==> src/rtl/adc_capture_sched.sv <==
// adc_capture_sched: drains the per-channel ADC FIFOs in a fixed interleave
// (one sample per enabled channel per row, Frame_Len rows per frame) and
// streams the samples on a single valid/ready port tagged with the channel.
//
// Ports
//   Clk, Reset            clock and synchronous active-high reset
//   Start, Abort          arm pulse (IDLE only) / return-to-IDLE request
//   Ch_Enable, Frame_Len  frame configuration, latched on an accepted Start
//   Fifo_Empty, Fifo_Q    per-channel FIFO status and data (non-showahead)
//   Fifo_Rdreq            per-channel read strobe, at most one bit high
//   Out_Data, Out_Ch,
//   Out_Valid, Out_Last   sample stream to the upload path
//   Out_Ready             downstream accept
//   Busy, Done            status: not IDLE / one-cycle end-of-frame pulse
module adc_capture_sched #(
    parameter int unsigned CH_NUM = 4,
    parameter int unsigned DATA_W = 8,
    parameter int unsigned LEN_W  = 12,
    parameter int unsigned CH_W   = 2
) (
    input  logic                     Clk,
    input  logic                     Reset,
    input  logic                     Start,
    input  logic                     Abort,
    input  logic [CH_NUM-1:0]        Ch_Enable,
    input  logic [LEN_W-1:0]         Frame_Len,
    input  logic [CH_NUM-1:0]        Fifo_Empty,
    input  logic [CH_NUM*DATA_W-1:0] Fifo_Q,
    output logic [CH_NUM-1:0]        Fifo_Rdreq,
    output logic [DATA_W-1:0]        Out_Data,
    output logic [CH_W-1:0]          Out_Ch,
    output logic                     Out_Valid,
    input  logic                     Out_Ready,
    output logic                     Out_Last,
    output logic                     Busy,
    output logic                     Done
);

    typedef enum logic [2:0] {
        S_IDLE = 3'd0,
        S_READ = 3'd1,
        S_LOAD = 3'd2,
        S_SEND = 3'd3,
        S_DONE = 3'd4
    } state_t;

    state_t              state_q, state_d;
    logic [CH_NUM-1:0]   mask_q, mask_d;
    logic [LEN_W-1:0]    len_q, len_d;
    logic [LEN_W-1:0]    row_q, row_d;
    logic [CH_W-1:0]     ch_q, ch_d;
    logic [DATA_W-1:0]   data_q, data_d;
    logic [CH_W-1:0]     och_q, och_d;
    logic                valid_q, valid_d;
    logic                last_q, last_d;
    logic                busy_q, busy_d;
    logic                done_q, done_d;
    logic [CH_NUM-1:0]   fifo_rdreq_c;
    logic                start_ok_c;
    logic                hs_c;

    // Lowest set bit index of a channel mask.
    function automatic logic [CH_W-1:0] lowest_ch(input logic [CH_NUM-1:0] m);
        logic [CH_W-1:0] r;
        r = '0;
        for (int i = int'(CH_NUM) - 1; i >= 0; i--) begin
            if (m[i]) r = CH_W'(i);
        end
        return r;
    endfunction

    // Highest set bit index of a channel mask.
    function automatic logic [CH_W-1:0] highest_ch(input logic [CH_NUM-1:0] m);
        logic [CH_W-1:0] r;
        r = '0;
        for (int i = 0; i < int'(CH_NUM); i++) begin
            if (m[i]) r = CH_W'(i);
        end
        return r;
    endfunction

    // Next enabled index strictly above c (c itself if none).
    function automatic logic [CH_W-1:0] next_ch(input logic [CH_NUM-1:0] m,
                                                input logic [CH_W-1:0]   c);
        logic [CH_W-1:0] r;
        r = c;
        for (int i = int'(CH_NUM) - 1; i >= 0; i--) begin
            if (m[i] && (i > int'(c))) r = CH_W'(i);
        end
        return r;
    endfunction

    assign start_ok_c = Start && (Ch_Enable != '0) && (Frame_Len != '0);
    assign hs_c       = valid_q && Out_Ready;

    // Read strobe is issued in the READ cycle itself so q lands in LOAD.
    always_comb begin
        fifo_rdreq_c = '0;
        if (state_q == S_READ && !Fifo_Empty[ch_q]) begin
            fifo_rdreq_c[ch_q] = 1'b1;
        end
    end

    // Next-state and registered-output computation.
    always_comb begin
        state_d = state_q;
        mask_d  = mask_q;
        len_d   = len_q;
        row_d   = row_q;
        ch_d    = ch_q;
        data_d  = data_q;
        och_d   = och_q;
        valid_d = valid_q;
        last_d  = last_q;
        done_d  = 1'b0;

        case (state_q)
            S_IDLE: begin
                if (start_ok_c) begin
                    mask_d  = Ch_Enable;
                    len_d   = Frame_Len;
                    row_d   = '0;
                    ch_d    = lowest_ch(Ch_Enable);
                    state_d = S_READ;
                end
            end
            S_READ: begin
                // An empty FIFO stalls here; skipping would break the interleave.
                if (!Fifo_Empty[ch_q]) state_d = S_LOAD;
            end
            S_LOAD: begin
                data_d  = Fifo_Q[int'(ch_q)*DATA_W +: DATA_W];
                och_d   = ch_q;
                valid_d = 1'b1;
                last_d  = (row_q == (len_q - LEN_W'(1))) && (ch_q == highest_ch(mask_q));
                state_d = S_SEND;
            end
            S_SEND: begin
                if (hs_c) begin
                    valid_d = 1'b0;
                    last_d  = 1'b0;
                    if (last_q) begin
                        state_d = S_DONE;
                        done_d  = 1'b1;
                    end else if (ch_q == highest_ch(mask_q)) begin
                        row_d   = row_q + LEN_W'(1);
                        ch_d    = lowest_ch(mask_q);
                        state_d = S_READ;
                    end else begin
                        ch_d    = next_ch(mask_q, ch_q);
                        state_d = S_READ;
                    end
                end
            end
            S_DONE: begin
                state_d = S_IDLE;
            end
            default: begin
                state_d = S_IDLE;
            end
        endcase

        // Abort overrides any handshake; a word read this cycle is dropped.
        if (Abort && state_q != S_IDLE) begin
            state_d = S_IDLE;
            valid_d = 1'b0;
            last_d  = 1'b0;
            done_d  = 1'b0;
        end

        busy_d = (state_d != S_IDLE);
    end

    // State and output registers.
    always_ff @(posedge Clk) begin
        if (Reset) begin
            state_q <= S_IDLE;
            mask_q  <= '0;
            len_q   <= '0;
            row_q   <= '0;
            ch_q    <= '0;
            data_q  <= '0;
            och_q   <= '0;
            valid_q <= 1'b0;
            last_q  <= 1'b0;
            busy_q  <= 1'b0;
            done_q  <= 1'b0;
        end else begin
            state_q <= state_d;
            mask_q  <= mask_d;
            len_q   <= len_d;
            row_q   <= row_d;
            ch_q    <= ch_d;
            data_q  <= data_d;
            och_q   <= och_d;
            valid_q <= valid_d;
            last_q  <= last_d;
            busy_q  <= busy_d;
            done_q  <= done_d;
        end
    end

    assign Fifo_Rdreq = fifo_rdreq_c;
    assign Out_Data   = data_q;
    assign Out_Ch     = och_q;
    assign Out_Valid  = valid_q;
    assign Out_Last   = last_q;
    assign Busy       = busy_q;
    assign Done       = done_q;

endmodule

==> config.mk <==
export PLATFORM = sky130hd
export DESIGN_NAME = adc_capture_sched
export DESIGN_NICKNAME = d
export VERILOG_FILES = /design/src/rtl/adc_capture_sched.sv
export SDC_FILE = /design/constraint.sdc
export NUM_CORES = 1
export LEC_CHECK = 0
export BUFFER_PORTS_ARGS = -buffer_cell sky130_fd_sc_hd__buf_4
export CAP_MARGIN = 20
export CORE_UTILIZATION = 53
export DETAILED_ROUTE_END_ITERATION = 8
export PLACE_DENSITY = 0.78
export SYNTH_ARGS = -nofsm -noshare
export SYNTH_HDL_FRONTEND = slang
export SYNTH_SLANG_ARGS = --single-unit
==> constraint.sdc <==
create_clock -name Clk -period 2.2 [get_ports Clk]
set_input_delay 0.44 -clock Clk [delete_from_list [all_inputs] [get_ports Clk]]
set_output_delay 0.44 -clock Clk [all_outputs]
set_load 0.05 [all_outputs]
# Yosys cells after proc, flatten, opt, wreduce, memory -nomap -nowiden
# Index checks and enable logic that the tools add are counted.
word_totals:
  reg_bits: 47
classes:
  addsub: 2
  magnitude_cmp: 5
  n_eq_ne: 11
  n_shift: 1
  muxes: 43
  bitwise_logic: 2
  reduce_logical: 24
ops:
  columns: ["cell", "n"]
  rows:
  - ["$mux 12", 4]
  - ["$mux 2", 21]
  - ["$shiftx 32x6->8", 1]
  - ["$pmux 12 s2", 1]
  - ["$mux 3", 5]
  - ["$add 12x1->12 const B", 1]
  - ["$eq 12x12->1", 1]
  - ["$pmux 3 s4", 1]
  - ["$reduce_bool 12->1", 1]
  - ["$sub 12x1->12 const B", 1]
  - ["$logic_and 1x1->1", 10]
  - ["$reduce_and 5->1", 2]
  - ["$ne 2x2->1 const B", 4]
  - ["$eq 3x2->1 const B", 2]
  - ["$reduce_bool 3->1", 2]
  - ["$mux 1", 5]
  - ["$ne 5x5->1 const B", 1]
  - ["$eq 2x2->1", 2]
  - ["$gt 2x2->1 const A", 2]
  - ["$mux 4", 1]
  - ["$pmux 1 s2", 2]
  - ["$pmux 2 s2", 1]
  - ["$reduce_and 2->1", 2]
  - ["$reduce_bool 2->1", 2]
  - ["other kinds (12)", 13]

# Longest topological paths before layout
# Gate-level depths: netlist of the first run.
logic_depth:
  ltp_word: 11
  ltp_mapped: 9
  ltp_nobuf: 8

# Worst setup path before layout of the first run
# No wires, ideal clock.
synth_timing:
  path_type: "register -> output"
  from: "register ch_q[1]"
  to: "output port Fifo_Rdreq[2]"
  t_arrival_ns: 2.549
  required_time_ns: 1.760
  path_slack_ns: -0.789
  path_stages_with_launch: 4
  path_cell_list: "dfxtp_1 > buf_2 > buf_1 > nor4b_1"
synth_via:
  elab_chain_len: 5
  word_cells_on_any_way: 10
  cone_classes: "2 x order compare; 5 x mux; 3 x reduce/logical"
synth_rtl:
  columns: ["element", "line", "source"]
  rows:
  - ["start, declared", "51", "logic [CH_W-1:0] ch_q, ch_d;"]
  - ["start signal, assigned", "193", "ch_q <= ch_d;"]
  - ["$lt 2x3->1 (not written as such) (tied with other cells)", "100", "fifo_rdreq_c[ch_q] = 1'b1;"]
  - ["$logic_and 1x1->1 (not written as such) or $mux 1 (tied branches)", "100, 99", null]
  - ["$mux 1 (not written as such) or $logic_not 1->1 (tied branches)", null, null]
  - ["$demux 1 s2 or $logic_and 1x1->1 (tied branches)", "100, 99", null]
  - ["$mux 4 *", "99", "if (state_q == S_READ && !Fifo_Empty[ch_q]) begin"]
  - ["end, declared", "29", "output logic [CH_NUM-1:0] Fifo_Rdreq,"]
# Mark *: on every way between the ends. The rest lies on a longest branch, timed or not. The select of a mux whose other input is x is not followed.

# Worst setup path in the final report of the first run
layout_timing:
  from: "register ch_q[0]"
  to: "output port Fifo_Rdreq[1]"
# The elaborated chain is that of the path after synthesis.

==> results.md, run 1 <==
- Fin nets: 475
- Remaining antenna violation count after routing: 0
- Largest net degree at the start of global routing: 41
- Gr busiest metal: met2
- I/O pin cnt: 75
- Grt met2 use: 44.8%
- Clock Latency Late Sink: 0.30 ns
- Reg area: 942 µm²
- Combinational family with the most area after synthesis: simple AND/OR/NAND/NOR gates
- Max-slew violation count: 0
- Starting Density: 55.7%
- PnR worst setup slack: 0.143 ns
- Complex-gate fraction of the synthesized area: 17.1%
- Die extent in y: 75.5 µm
- Critical path type: flip-flop to primary output
- Sink Count: 47
- Port-buffer cells: 74
- Worst-margin pin slew: 0.499 ns
- Placed wire-length estimate: 5420 µm
- Global route overflow: 0
- Ant. Diodes: 0
- Ys Warns: 0
- Vias per cell: 5.82
- Post-synthesis average cell area: 8.29 µm²
- Slowest stage cell, crit path: dfxtp_2
- Reg2Reg Setup Slack: 0.17 ns
- Reg2reg end: row_q[5]$_SDFFE_PP0P_
- GP Congestion: 0.836
- Final period util: 93.5%
- Post-synth EDFFs: 0
- Num CTS Buffers: 5
- Post-synth cell types: 58
- Worst min path class: primary input to flip-flop
- Hold depth: 3
- Min-delay src: Frame_Len[7]
- Clk root buf: clkbuf_8
- Setup Skew: 0.00784 ns
- Critical path peak fanout: 10
- Worst-path clk slew: 0.09 ns
- Core area: 5140 µm²
- Drt first pass iters: 4
- PD cells: 670 nW/µm²
- Max Freq: 486 MHz
- Fin Hold WS: 0.385 ns
- # Post-CTS Setup Buffers: 0
- Worst path max stage delay: 0.43 ns
- Fill cells: 431
- Cell mode on critical path: buf_4
- Site Rows: 26
- Worst EP arrival: 1.62 ns
- Post-synthesis simple-gate area fraction: 26.2%
- Final WL: 7110 µm
- Status: complete, no violations
- First-pass GRT wire length: 11200 µm
- Synth Area in XOR/XNOR: 4.59%
- Slew HR: 66.6%
- Cell area after synthesis: 2860 µm²
- CP Launch Type: flip-flop
- Vias in the first global route: 2529
- Area grow syn2layout: 25.9%
- Adder-cell share of the synthesized area: 0.875%
- Final instance area: 3600 µm²
- M3 GR Usage: 4.50%
- Setup violations, final: 0
- Setup WS pre-CTS: 0.213 ns
- Sequential fraction of the synthesis area: 32.9%
- Die X: 75.5 µm
- Placed cell area: 3480 µm²
- Met1 GRT Util: 31.5%
- DRC: 0
- Post-layout min period: 2.06 ns
- Multi-input gate area: 1770 µm²
- R2R Path Start: mask_q[1]$_SDFFE_PP0P_
- DIE AREA: 5700 µm²
- Number of H-tree levels: 2
- DR WL/cell: 14.6 µm
- CTS tree: built
- Seq cells post-synth: 47
- Worst EP required: 1.76 ns
- Setup TNS: 0 ns
- Clock Path Buffers: 2
- Fraction of layout cells with a size suffix above 1: 27.6%
- Syn nets: 404
- Iter 0 DRT Violations: 143
- Critical-path cell list: buf_4 -> inv_1 -> nor4_1 -> buf_4
- Multiplexer share of the synthesized area: 12.7%
- Initial antenna violation count: 0
- Leak: 1.52 nW
- Number of max-cap violations: 0
- Final hold vios: 0
- Total power: 0.00241 W
- Mapped Cells: 345
- RSZ-0062 raised after global routing: false
- CP endpoint kind: primary output
- Maximum VDD drop: 409 µV
- All-Layer GR Usage: 25.6%
- Top_reg_cell synth: dfxtp_1
- DR vias: 2833
- Fraction of registers with async set/reset: 0%
- Reg2reg path depth: 5
- Worst Hold Path EP: len_q[7]$_SDFFE_PP0P_
[registers in the layout, summed over array words and instances, names as in the netlist]
signal / cells
len_q: 12
row_q: 12
Out_Data: 8
mask_q: 4
state_q: 3
Out_Ch: 2
ch_q: 2
Busy: 1
Done: 1
Out_Last: 1
Out_Valid: 1
[repair_timing]
item,in CTS,in global routing
gates resized for setup,0,1
setup endpoints to repair,0,1
hold buffers,0,0
[synthesized netlist by cell type (4+ instances only)]
library cell / n / area (µm²)
or3b_1: 6 / 52.6
mux2i_1: 16 / 160
xor2_1: 7 / 61.3
and3_1: 6 / 37.5
nor3b_1: 4 / 30.0
nand4_1: 6 / 37.5
a21oi_1: 29 / 145
nand3_1: 7 / 35.0
dfxtp_1: 47 / 941
clkbuf_1: 9 / 33.8
o21ai_0: 15 / 75.1
buf_6: 4 / 45.0
a31oi_1: 5 / 31.3
or3_1: 4 / 25.0
nand2_1: 34 / 128
nor3_1: 11 / 55.1
inv_1: 9 / 33.8
mux4_2: 9 / 203
nor4_1: 9 / 56.3
buf_2: 6 / 30.0
xnor2_1: 8 / 70.1
nor2_1: 42 / 158
[area by class of cell]
cell class                      instances  share of cell area [%]
Multi-Input combinational cell        266                    49.1
Sequential cell                        47                    26.1
Tap cell                               70                    2.43
Clock inverter                          2                   0.972
Inverter                                9                   0.937
Clock buffer                            6                    2.29
Timing Repair Buffer                   87                    18.1
[placed cells by master (no fill, tap or decap), drive strengths merged, types with 8 or more instances in the layout]
cell type  Yosys  final
o21ai         17     17
buf           13     87
nor2          42     42
nor3          13     13
a21oi         30     30
xnor2          8      8
mux4           9      9
nor4           9      9
mux2i         16     16
inv            9      9
nand2         34     34
dfxtp         47     47
[worst max-delay path by stage]
stage,start,end,cells after the start
floorplan,ch_q[1]$_SDFFE_PP0P_,Fifo_Rdreq[0],3
global route,len_q[5]$_SDFFE_PP0P_,Out_Last$_SDFFE_PP0P_,6
finish,ch_q[0]$_SDFFE_PP0P_,Fifo_Rdreq[1],4
CTS,ch_q[0]$_SDFFE_PP0P_,Fifo_Rdreq[1],4
detailed placement,mask_q[1]$_SDFFE_PP0P_,row_q[5]$_SDFFE_PP0P_,5
global placement,Frame_Len[7],Busy$_SDFF_PP0_,7
[cell families (layout without fill, tap and decap cells)]
| kind of cell | count (synthesis) | count (layout) |
|---|---|---|
| simple gates | 146 | 146 |
| fa+ha+maj | 2 | 2 |
| compound gates | 78 | 78 |
| xor+xnor | 15 | 15 |
| flops | 47 | 47 |
| buf+inv | 32 | 104 |
| mux | 25 | 25 |
[through the flow]
step           cells  util, %
5_1_grt          487     70.1
4_1_cts          487     70.1
3_3_place_gp     479     67.8
2_1_floorplan    345        -
6_report         487     70.1
3_5_place_dp     479     67.8
[per-layer routing]
metal	vias up	share of wire (%)	wire (µm)
met2	116	48	3400
met5	-	0	0
met4	0	2.2	159
li1	1390	-	-
met3	15	8.4	595
met1	1312	42	2950
[where the power goes]
part           switching (W)  leakage, nW  total, W  internal [W]
clock network       0.000288       0.0612  0.000656      0.000368
registers          0.0000715        0.383  0.000979      0.000908
logic               0.000416         1.08  0.000779      0.000363
[worst max-delay path, delay by kind of cell (launching register included)]
family	cells	cell delay [ns]
and+or+nand+nor	1	0.37
DFF	1	0.43
buffers and inverters	3	0.53
No activity file was read; power rests on OpenSTA's default activity.
==> run 2, diff against run 1 <==
==> constraint.sdc (replaced) <==
create_clock -name Clk -period 2.2 [get_ports Clk]
set_input_delay 0.66 -clock Clk [delete_from_list [all_inputs] [get_ports Clk]]
set_output_delay 0.66 -clock Clk [all_outputs]
set_load 0.05 [all_outputs]
==> run 2 against run 1 <==
Compared with the run above:
- die area did not move
- sequential share of layout area fell by 0.26 points
- fmax fell by 3.7%
- sequential power rose by 0.6%
- clock power fell by 14%
- register-to-register slack barely moved
- largest cell class unchanged
- highest routed layer unchanged
- core utilization rose by 1.0 points
==> results.md, run 2 (synthesized netlist as in run 1, its figures left out) <==
- Critical-path cell list: buf_4 -> nand2_1 -> nor3_4 -> buf_4
- CTS tree: built
- Vias per cell: 5.78
- All-Layer GR Usage: 26.4%
- DRC: 0
- Num CTS Buffers: 5
- Port-buffer cells: 74
- DR WL/cell: 15.3 µm
- Fin Hold WS: 0.458 ns
- Placed wire-length estimate: 5570 µm
- Core area: 5140 µm²
- Crit path from: ch_q[1]$_SDFFE_PP0P_
- Worst-margin pin slew: 0.550 ns
- Final hold vios: 0
- Sink Count: 47
- Final WL: 7500 µm
- DIE AREA: 5700 µm²
- Global route overflow: 0
- Site Rows: 26
- Max-slew violation count: 0
- GP Congestion: 0.902
- Placed cell area: 3530 µm²
- CP endpoint kind: primary output
- Die X: 75.5 µm
- Die extent in y: 75.5 µm
- Post-layout min period: 2.14 ns
- Reg2Reg Setup Slack: 0.18 ns
- Clock Latency Late Sink: 0.31 ns
- Post-layout util: 71.1%
- Fin nets: 477
- Clock Path Buffers: 2
- Status: complete, no violations
- Slew HR: 63.2%
- Worst path max stage delay: 0.43 ns
- Clk root buf: clkbuf_8
- First-pass GRT wire length: 11300 µm
- Setup violations, final: 0
- Area grow syn2layout: 27.7%
- Remaining antenna violation count after routing: 0
- R2R Path Start: len_q[0]$_SDFFE_PP0P_
- Number of max-cap violations: 0
- Max Freq: 468 MHz
- Final cell count without fillers: 489
- Slowest stage cell, crit path: dfxtp_2
- Final period util: 97.1%
- Buffers plus inverters on the worst setup path: 2
- Worst min path class: flip-flop to flip-flop
- Drt first pass iters: 5
- Critical path type: flip-flop to primary output
- DR vias: 2828
- Largest net degree at the start of global routing: 41
- PD cells: 643 nW/µm²
- Worst EP arrival: 1.48 ns
- Most common cell after layout, fill and taps aside: buf_4
- Most frequent cells in the layout: buf_4, dfxtp_1, nor2_1
- Starting Density: 55.7%
- Initial antenna violation count: 0
- CP delay by family, top: buffers and inverters
- PnR worst setup slack: 0.0647 ns
- Critical path peak fanout: 15
- Leak: 1.53 nW
- Maximum VDD drop: 402 µV
- Hold_buf cts: 0
- Worst-path clk slew: 0.09 ns
- Final instance area: 3650 µm²
- Vias in the first global route: 2442
- Number of H-tree levels: 2
- Cell mode on critical path: buf_4
- Worst EP required: 1.54 ns
- DP Cell Count: 481
- Min-delay src: Out_Data[6]$_SDFFE_PP0P_
- I/O pin cnt: 75
- CP Launch Type: flip-flop
- Iter 0 DRT Violations: 149
- Ant. Diodes: 0
- Fraction of layout cells with a size suffix above 1: 29.6%
- Setup Skew: 0.0160 ns
- Setup WS pre-CTS: 0.107 ns
[run 2: routing by layer]
metal	share of wire, %	wire length (µm)	GRT usage [%]	vias up
met2	48	3600	46.0	103
li1	-	-	-	1394
met4	0.88	66	5.97	0
met3	7.9	589	5.29	7
met1	43	3250	33.8	1324
met5	0	0	0	-
[run 2: metrics by stage]
| step | total power, W | setup TNS, ns |
|---|---|---|
| after floorplan | 0.00155 | -0.401 |
| after global placement | 0.00177 | 0 |
| after detailed placement | 0.00179 | 0 |
| after CTS | 0.00234 | 0 |
| after global routing | 0.00248 | -0.00506 |
| final | 0.00235 | 0 |
[run 2: power breakdown]
| group | switching [W] | internal (W) |
|---|---|---|
| clock network | 0.000305 | 0.000257 |
| logic | 0.000432 | 0.000372 |
| registers | 0.0000757 | 0.000909 |
[run 2: cell type report]
| type | instances | area [µm²] |
|---|---|---|
| multi-input cells | 266 | 1820 |
| fillers | 448 | 1490 |
| flip-flops and latches | 47 | 946 |
| repair buffers | 89 | 672 |
| well taps | 70 | 87.6 |
| clock buffers | 6 | 82.6 |
| inverters | 9 | 33.8 |
| clock inverters | 2 | 16.3 |
[run 2: path summary, 6_finish.rpt]
check,cells past startpoint,end
worst max-delay path,4,Fifo_Rdreq[3]
worst min-delay path,2,Out_Data[6]$_SDFFE_PP0P_
worst max register to register,7,Out_Last$_SDFFE_PP0P_
worst min register to register,2,Out_Data[6]$_SDFFE_PP0P_
[run 2: repair_timing]
item                                    in CTS  in global routing
buffers inserted                             0                  0
endpoints found under the setup margin       3                  3
gates resized for setup                      3                  6
pin swaps                                    0                  0
[run 2: worst register-to-register path, delay by kind of cell (launching register included)]
kind                     cells  cell delay [ns]
AO/OA/AOI/OAI                2             0.61
XOR/XNOR                     1             0.13
adder cells (fa/ha/maj)      1             0.30
buffers and inverters        1             0.07
flip-flops                   1             0.43
AND/OR/NAND/NOR              2             0.38
